`config.mk`:
```
export PLATFORM = sky130hd
export DESIGN_NAME = ext_mem_responder
export DESIGN_NICKNAME = d
export VERILOG_FILES = /design/src/rtl/ext_mem_pkg.sv /design/src/rtl/ext_mem_channel_fsm.sv /design/src/rtl/ext_mem_responder.sv
export SDC_FILE = /design/constraint.sdc
export NUM_CORES = 2
export LEC_CHECK = 0
export CELL_PAD_IN_SITES_DETAIL_PLACEMENT = 1
export CELL_PAD_IN_SITES_GLOBAL_PLACEMENT = 1
export CORE_ASPECT_RATIO = 1.1
export CORE_MARGIN = 1.5
export CORE_UTILIZATION = 30
export DETAILED_ROUTE_END_ITERATION = 7
export PLACE_DENSITY = 0.48
export SYNTH_ARGS = -nofsm -noshare
export SYNTH_HDL_FRONTEND = slang
export SYNTH_SLANG_ARGS = --single-unit
```
`constraint.sdc`:
```
create_clock -name clock -period 6.5 [get_ports clock]
set_input_delay 0.65 -clock clock [delete_from_list [all_inputs] [get_ports clock]]
set_output_delay 0.65 -clock clock [all_outputs]
set_load 0.005 [all_outputs]
```
`src/rtl/ext_mem_pkg.sv`:
```
`default_nettype none
// +----------------------------------------------------------------------+
// | ext_mem_pkg                                                          |
// | Shared types and helpers for the external memory responder.         |
// | Rev 1.0                                                              |
// +----------------------------------------------------------------------+
package ext_mem_pkg;

  typedef enum logic [1:0] {
    IDLE    = 2'd0,
    RD_WAIT = 2'd1,
    WR_WAIT = 2'd2
  } chan_state_t;

  localparam int c_max_data_w = 32;

  // Counter must hold (max delay - 2); never narrower than one bit.
  function automatic int delay_width(input int rd_delay, input int wr_delay);
    int m;
    m = (rd_delay > wr_delay) ? rd_delay : wr_delay;
    return (m > 1) ? $clog2(m) : 1;
  endfunction

  function automatic logic [c_max_data_w-1:0] size_mask(input int size, input int width);
    logic [c_max_data_w-1:0] m;
    m = '0;
    for (int i = 0; i < c_max_data_w; i++) begin
      m[i] = (i < size) && (i < width);
    end
    return m;
  endfunction

endpackage
`default_nettype wire

```
`src/rtl/ext_mem_channel_fsm.sv`:
```
`default_nettype none
// +----------------------------------------------------------------------+
// | ext_mem_channel_fsm                                                  |
// | Per-channel request decode, delay counter and completion pulse.     |
// | Rev 1.0                                                              |
// +----------------------------------------------------------------------+
module ext_mem_channel_fsm
  import ext_mem_pkg::*;
#(
  parameter int READ_DELAY  = 2,
  parameter int WRITE_DELAY = 1
) (
  input  logic clock,
  input  logic reset,
  input  logic oe,
  input  logic we,
  input  logic in_range,
  output logic rd_start,
  output logic rd_done,
  output logic wr_done,
  output logic idle
);

  localparam int c_dly_w = delay_width(READ_DELAY, WRITE_DELAY);
  localparam logic [c_dly_w-1:0] c_rd_load = c_dly_w'((READ_DELAY > 1) ? READ_DELAY - 2 : 0);
  localparam logic [c_dly_w-1:0] c_wr_load = c_dly_w'((WRITE_DELAY > 1) ? WRITE_DELAY - 2 : 0);

  chan_state_t        r_state;
  logic [c_dly_w-1:0] r_cnt;
  logic               w_rd_req;
  logic               w_wr_req;

  assign w_rd_req = oe & ~we & in_range;
  assign w_wr_req = we & ~oe & in_range;

  always_ff @(posedge clock or posedge reset) begin
    if (reset) begin
      r_state <= IDLE;
      r_cnt   <= '0;
    end else begin
      case (r_state)
        IDLE: begin
          if (w_rd_req && (READ_DELAY > 1)) begin
            r_state <= RD_WAIT;
            r_cnt   <= c_rd_load;
          end else if (w_wr_req && (WRITE_DELAY > 1)) begin
            r_state <= WR_WAIT;
            r_cnt   <= c_wr_load;
          end
        end
        // A dropped request aborts the access without a pulse.
        RD_WAIT: begin
          if (!w_rd_req || r_cnt == '0) r_state <= IDLE;
          else                          r_cnt   <= r_cnt - 1'b1;
        end
        WR_WAIT: begin
          if (!w_wr_req || r_cnt == '0) r_state <= IDLE;
          else                          r_cnt   <= r_cnt - 1'b1;
        end
        default: r_state <= IDLE;
      endcase
    end
  end

  assign idle     = (r_state == IDLE);
  assign rd_start = ~reset & idle & w_rd_req;
  assign rd_done  = ~reset & w_rd_req &
                    ((idle & (READ_DELAY == 1)) | ((r_state == RD_WAIT) & (r_cnt == '0)));
  assign wr_done  = ~reset & w_wr_req &
                    ((idle & (WRITE_DELAY == 1)) | ((r_state == WR_WAIT) & (r_cnt == '0)));

endmodule
`default_nettype wire

```
`src/rtl/ext_mem_responder.sv`:
```
`default_nettype none
// +----------------------------------------------------------------------+
// | ext_mem_responder                                                    |
// | Byte-addressed memory answering the multi-channel master bus.       |
// | Rev 1.0                                                              |
// +----------------------------------------------------------------------+
module ext_mem_responder
  import ext_mem_pkg::*;
#(
  parameter int CHANNELS    = 2,
  parameter int ADDR_W      = 8,
  parameter int DATA_W      = 8,
  parameter int SIZE_W      = 4,
  parameter int MEM_BYTES   = 256,
  parameter int BASE_ADDR   = 0,
  parameter int READ_DELAY  = 2,
  parameter int WRITE_DELAY = 1
) (
  input  logic                         clock,
  input  logic                         reset,
  input  logic                         preload_valid,
  output logic                         preload_ready,
  input  logic [ADDR_W-1:0]            preload_addr,
  input  logic [DATA_W-1:0]            preload_data,
  input  logic [CHANNELS-1:0]          Mout_oe_ram,
  input  logic [CHANNELS-1:0]          Mout_we_ram,
  input  logic [CHANNELS*ADDR_W-1:0]   Mout_addr_ram,
  input  logic [CHANNELS*DATA_W-1:0]   Mout_Wdata_ram,
  input  logic [CHANNELS*SIZE_W-1:0]   Mout_data_ram_size,
  output logic [CHANNELS*DATA_W-1:0]   M_Rdata_ram,
  output logic [CHANNELS-1:0]          M_DataRdy,
  output logic [1:0]                   err_flags
);

  localparam int c_idx_w = (MEM_BYTES > 1) ? $clog2(MEM_BYTES) : 1;

  logic [DATA_W-1:0]   r_mem [MEM_BYTES];
  logic [DATA_W-1:0]   w_wr_val [CHANNELS];
  logic [c_idx_w-1:0]  w_idx [CHANNELS];
  logic [CHANNELS-1:0] w_in_range;
  logic [CHANNELS-1:0] w_rd_start;
  logic [CHANNELS-1:0] w_rd_done;
  logic [CHANNELS-1:0] w_wr_done;
  logic [CHANNELS-1:0] w_idle;
  logic                w_preload_hit;
  logic [1:0]          r_err;

  for (genvar g = 0; g < CHANNELS; g++) begin : g_chan
    logic [ADDR_W-1:0] w_addr;
    logic [DATA_W-1:0] w_wdata;
    logic [SIZE_W-1:0] w_size;
    logic [DATA_W-1:0] w_mask;
    logic [DATA_W-1:0] w_cur;
    logic [DATA_W-1:0] r_rdata;

    assign w_addr  = Mout_addr_ram[g*ADDR_W +: ADDR_W];
    assign w_wdata = Mout_Wdata_ram[g*DATA_W +: DATA_W];
    assign w_size  = Mout_data_ram_size[g*SIZE_W +: SIZE_W];

    assign w_in_range[g] = (32'(w_addr) >= 32'(BASE_ADDR)) &&
                           (32'(w_addr) <  32'(BASE_ADDR + MEM_BYTES));
    assign w_idx[g]      = c_idx_w'(32'(w_addr) - 32'(BASE_ADDR));
    assign w_mask        = DATA_W'(size_mask(int'(w_size), DATA_W));
    assign w_cur         = r_mem[w_idx[g]] & w_mask;
    assign w_wr_val[g]   = (w_wdata & w_mask) | (r_mem[w_idx[g]] & ~w_mask);

    ext_mem_channel_fsm #(
      .READ_DELAY  (READ_DELAY),
      .WRITE_DELAY (WRITE_DELAY)
    ) u_fsm (
      .clock    (clock),
      .reset    (reset),
      .oe       (Mout_oe_ram[g]),
      .we       (Mout_we_ram[g]),
      .in_range (w_in_range[g]),
      .rd_start (w_rd_start[g]),
      .rd_done  (w_rd_done[g]),
      .wr_done  (w_wr_done[g]),
      .idle     (w_idle[g])
    );

    // Read data is captured in the request cycle, before any same-edge write.
    always_ff @(posedge clock or posedge reset) begin
      if (reset)              r_rdata <= '0;
      else if (w_rd_start[g]) r_rdata <= w_cur;
    end

    assign M_Rdata_ram[g*DATA_W +: DATA_W] =
      w_rd_done[g] ? ((READ_DELAY == 1) ? w_cur : r_rdata) : '0;
    assign M_DataRdy[g] = w_rd_done[g] | w_wr_done[g];
  end

  assign preload_ready = preload_valid & (&w_idle) &
                         ~(|(Mout_oe_ram | Mout_we_ram)) & ~reset;
  assign w_preload_hit = preload_ready && (32'(preload_addr) < 32'(MEM_BYTES));

  // Later assignments win: higher channel numbers override lower ones.
  always_ff @(posedge clock) begin
    if (w_preload_hit) r_mem[c_idx_w'(preload_addr)] <= preload_data;
    for (int c = 0; c < CHANNELS; c++) begin
      if (w_wr_done[c]) r_mem[w_idx[c]] <= w_wr_val[c];
    end
  end

  always_ff @(posedge clock or posedge reset) begin
    if (reset) begin
      r_err <= '0;
    end else begin
      if (|(Mout_oe_ram & Mout_we_ram))                   r_err[0] <= 1'b1;
      if (|((Mout_oe_ram | Mout_we_ram) & ~w_in_range))   r_err[1] <= 1'b1;
    end
  end

  assign err_flags = r_err;

endmodule
`default_nettype wire

```
==> impl_metrics.env <==
export IMPL_maxCapViolCount=0
export IMPL_portBuffers=82
export IMPL_vdd_ir_drop_max_uv=203
export IMPL_clock_skew_final_ns=0.0697
export IMPL_critPathTopFamily="multiplexers"
export IMPL_worst_r2r_setup_slack_ns=1.75
export IMPL_cts_root_buffer="clkbuf_16"
export IMPL_wire_per_inst_um=42.6
export IMPL_yosys_warnings=0
export IMPL_worst_path_stages=11
export IMPL_power_switching_mw=9.59
export IMPL_areaGrowthSynthToFinish_pct=14.7
export IMPL_cts_tree="yes"
export IMPL_yosys_register_bits=2069
export IMPL_p_clk_frac=0.427
export IMPL_dr_pass1_iters=6
export IMPL_reg2reg_depth=7
export IMPL_max_slew_worst_pin_slew_ns=1.47
export IMPL_min_delay_start="Mout_oe_ram[1]"
export IMPL_min_path_type="primary input to flip-flop"
export IMPL_ys_seq_area_frac=0.504
export IMPL_min_period_over_period=0.780
export IMPL_layout_commonest_cell="edfxtp_1"
export IMPL_layout_common_cells="edfxtp_1 (2048), mux2i_1 (1482), mux4_2 (1080)"
export IMPL_critical_path_cell_chain="buf_8 -> buf_12 -> mux4_2 -> mux4_2 -> mux2i_1 -> o22ai_1 -> nor3_1 -> a21o_4 -> buf_12 -> buf_12 -> mux2i_1"
export IMPL_drive_gt1_frac=0.268
export IMPL_drc=0
export IMPL_setup_viol=0
export IMPL_critical_path_most_common_cell="buf_12"
export IMPL_die_w_um=614
export IMPL_rsz0062_at_grt="false"
export IMPL_end_kind="flip-flop"
export IMPL_cts_max_level=5
export IMPL_power_leakage_nw=41.8
export IMPL_path_clk_slew_ns=0.06
export IMPL_p_comb_frac=0.139
export IMPL_crit_end="r_mem[36][5]"
export IMPL_worstPathMaxFanout=51
export IMPL_overflow=0
export IMPL_place_hpwl_um=435000
export IMPL_postCtsHoldBufs=0
export IMPL_dpl_cell_area_mm2=0.133
export IMPL_cp_required_ns=7.12
export IMPL_crit_start="Mout_addr_ram[8]"
export IMPL_gp_congestion=0.986
export IMPL_coreArea_mm2=0.408
export IMPL_synth_edf_count=2048
export IMPL_avgViaCountPerCell=6.18
export IMPL_num_rows=246
export IMPL_fmax_ghz=0.197
export IMPL_avgSynthCellArea_um2=13.8
export IMPL_design_area_mm2=0.141
export IMPL_synth_net_count=8954
export IMPL_grt_use_total=0.295
export IMPL_cp_num_buf_inv=4
export IMPL_nFillCells=42400
export IMPL_internal_power_mw=24.6
export IMPL_maxSlewHeadroom=0.0230
export IMPL_dieArea_mm2=0.414
export IMPL_start_util=0.302
export IMPL_arrival_ns=5.69
export IMPL_final_antenna_net_count=0
export IMPL_cts_buffers=264
export IMPL_io_pins=84
export IMPL_fp_dieH_um=675
export IMPL_min_period_ns=5.07
export IMPL_cts_buffer_depth=4
export IMPL_synthArstFlopShare=0.0101
export IMPL_cp_slowest_stage_delay_ns=0.79
export IMPL_cts_resized=0
export IMPL_synth_area_mm2=0.123
export IMPL_clock_sinks=2069
export IMPL_p_seq_frac=0.434
export IMPL_tns_ns=0
export IMPL_finalHoldViolCount=0
export IMPL_grt_max_degree=141
export IMPL_postCtsSetupRepairBufs=0
export IMPL_path_class="primary input to flip-flop"
export IMPL_netlist_instances=8891
export IMPL_via_count=90300
export IMPL_grt_pass1_wl_um=833000
export IMPL_antenna_found_initial=72
export IMPL_drv_slew=0
export IMPL_drt_iter0_markers=11400
export IMPL_critPathSlowestCell="mux2i_1"
export IMPL_grt_pass1_vias=90100
export IMPL_ys_types=82
export IMPL_r2r_start="g_chan[0].u_fsm.r_state[0]"
export IMPL_start_kind="primary input"
export IMPL_cellPowerDensity_mw_per_mm2=242
export IMPL_r2r_end="r_mem[167][7]"
export IMPL_total_power_mw=34.2
export IMPL_clock_latency_ns=0.98
export IMPL_switching_share=0.280
export IMPL_synthFlopType="edfxtp_1"
export IMPL_drt_wl_total_um=623000
export IMPL_status="complete, no violations"
export IMPL_fin_nets=9008
[state kept, by name (all words and copies together), names as in the netlist]
register,flops
r_mem,2048
g_chan.r_rdata,16
g_chan.u_fsm.r_cnt,2
g_chan.u_fsm.r_state,2
err_flags,1
[area by class of cell]
type                    instances  area, um2  share of cell area
inverters                      14       52.6            0.000372
well taps                    5456       6830              0.0484
flip-flops and latches       2069      62000               0.439
repair buffers                979       8990              0.0637
diodes                         26       65.1            0.000461
clock inverters               106        885             0.00627
clock buffers                 353       7200              0.0510
multi-input cells            5617      55100               0.390
[cells by family (layout without fill, tap and decap cells)]
logic type / after synthesis / after routing / share of synthesized area
mux: 2590 / 2590 / 0.321
flops: 2069 / 2069 / 0.504
compound gates: 1494 / 1494 / 0.0718
buf+inv: 1205 / 1452 / 0.0522
other cells: 1 / 27 / 0.0000305
simple gates: 1532 / 1532 / 0.0514
[power by group through the flow]
stage | clock network [mW] | registers (mW) | logic, mW
after CTS | 14.8 | 14.8 | 4.68
after global placement | 0 | 15.1 | 4.59
after detailed placement | 0 | 15.1 | 4.67
after floorplan | 0 | 15.1 | 2.63
after global routing | 15.2 | 14.8 | 4.86
final | 14.6 | 14.8 | 4.76
[worst min path at each step]
| stage | end | slack (ns) | depth (start not counted) |
|---|---|---|---|
| 4_1_cts | err_flags[0] | 0.37 | 2 |
| 6_report | err_flags[0] | 0.43 | 2 |
| 2_1_floorplan | g_chan[0].r_rdata[3] | 0.43 | 2 |
| 5_1_grt | err_flags[0] | 0.43 | 2 |
| 3_3_place_gp | g_chan[0].r_rdata[3] | 0.45 | 2 |
| 3_5_place_dp | g_chan[0].r_rdata[3] | 0.45 | 2 |
[worst register-to-register path, delay by kind of cell, from the launching register on]
kind / cells / cell delay (ns)
AO/OA/AOI/OAI: 2 / 1.54
buffers and inverters: 1 / 0.45
AND/OR/NAND/NOR: 4 / 1.96
flip-flops: 1 / 0.41
[stage by stage]
step           hold slack [ns]  worst slack (ns)  utilization  instances
5_1_grt                  0.426              1.50        0.346      14600
2_1_floorplan            0.430              2.61            -       8891
3_3_place_gp             0.455             0.666        0.326      14100
6_report                 0.435              1.43        0.346      14600
3_5_place_dp             0.452             0.664        0.326      14100
4_1_cts                  0.369              1.66        0.346      14600
[per-layer routing]
layer,track usage,vias to the layer above,wire length [um]
met4,0.165,36,41400
met5,0,-,247
met2,0.464,4760,284000
li1,-,35200,-
met1,0.375,49100,245000
met3,0.0677,1212,52000
[synthesized netlist by cell type, drive strengths merged, types with 7 or more instances]
cell / instances / area share
edfxtp: 2048 / 0.50
a22oi: 123 / 0.0075
a22o: 22 / 0.0016
a221oi: 17 / 0.0012
a21oi: 56 / 0.0026
or3: 11 / 0.00056
a2111oi: 7 / 0.00050
o221ai: 10 / 0.00071
a31oi: 11 / 0.00056
dfrtp: 21 / 0.0043
nand4: 15 / 0.00076
nor2: 343 / 0.010
clkbuf: 645 / 0.020
o31ai: 19 / 0.0012
nor4: 10 / 0.00061
mux2: 28 / 0.0026
mux4: 1080 / 0.20
o22ai: 318 / 0.016
nor2b: 28 / 0.0014
nand2: 939 / 0.029
mux2i: 1482 / 0.12
nand3: 36 / 0.0015
and2: 36 / 0.0018
o21ai: 821 / 0.033
nor3: 46 / 0.0019
o211ai: 15 / 0.00091
buf: 546 / 0.032
a211oi: 15 / 0.00096
inv: 13 / 0.00040
or2: 11 / 0.00056
o2111ai: 8 / 0.00057
nand2b: 28 / 0.0014
(Power assumes the default switching activity.)
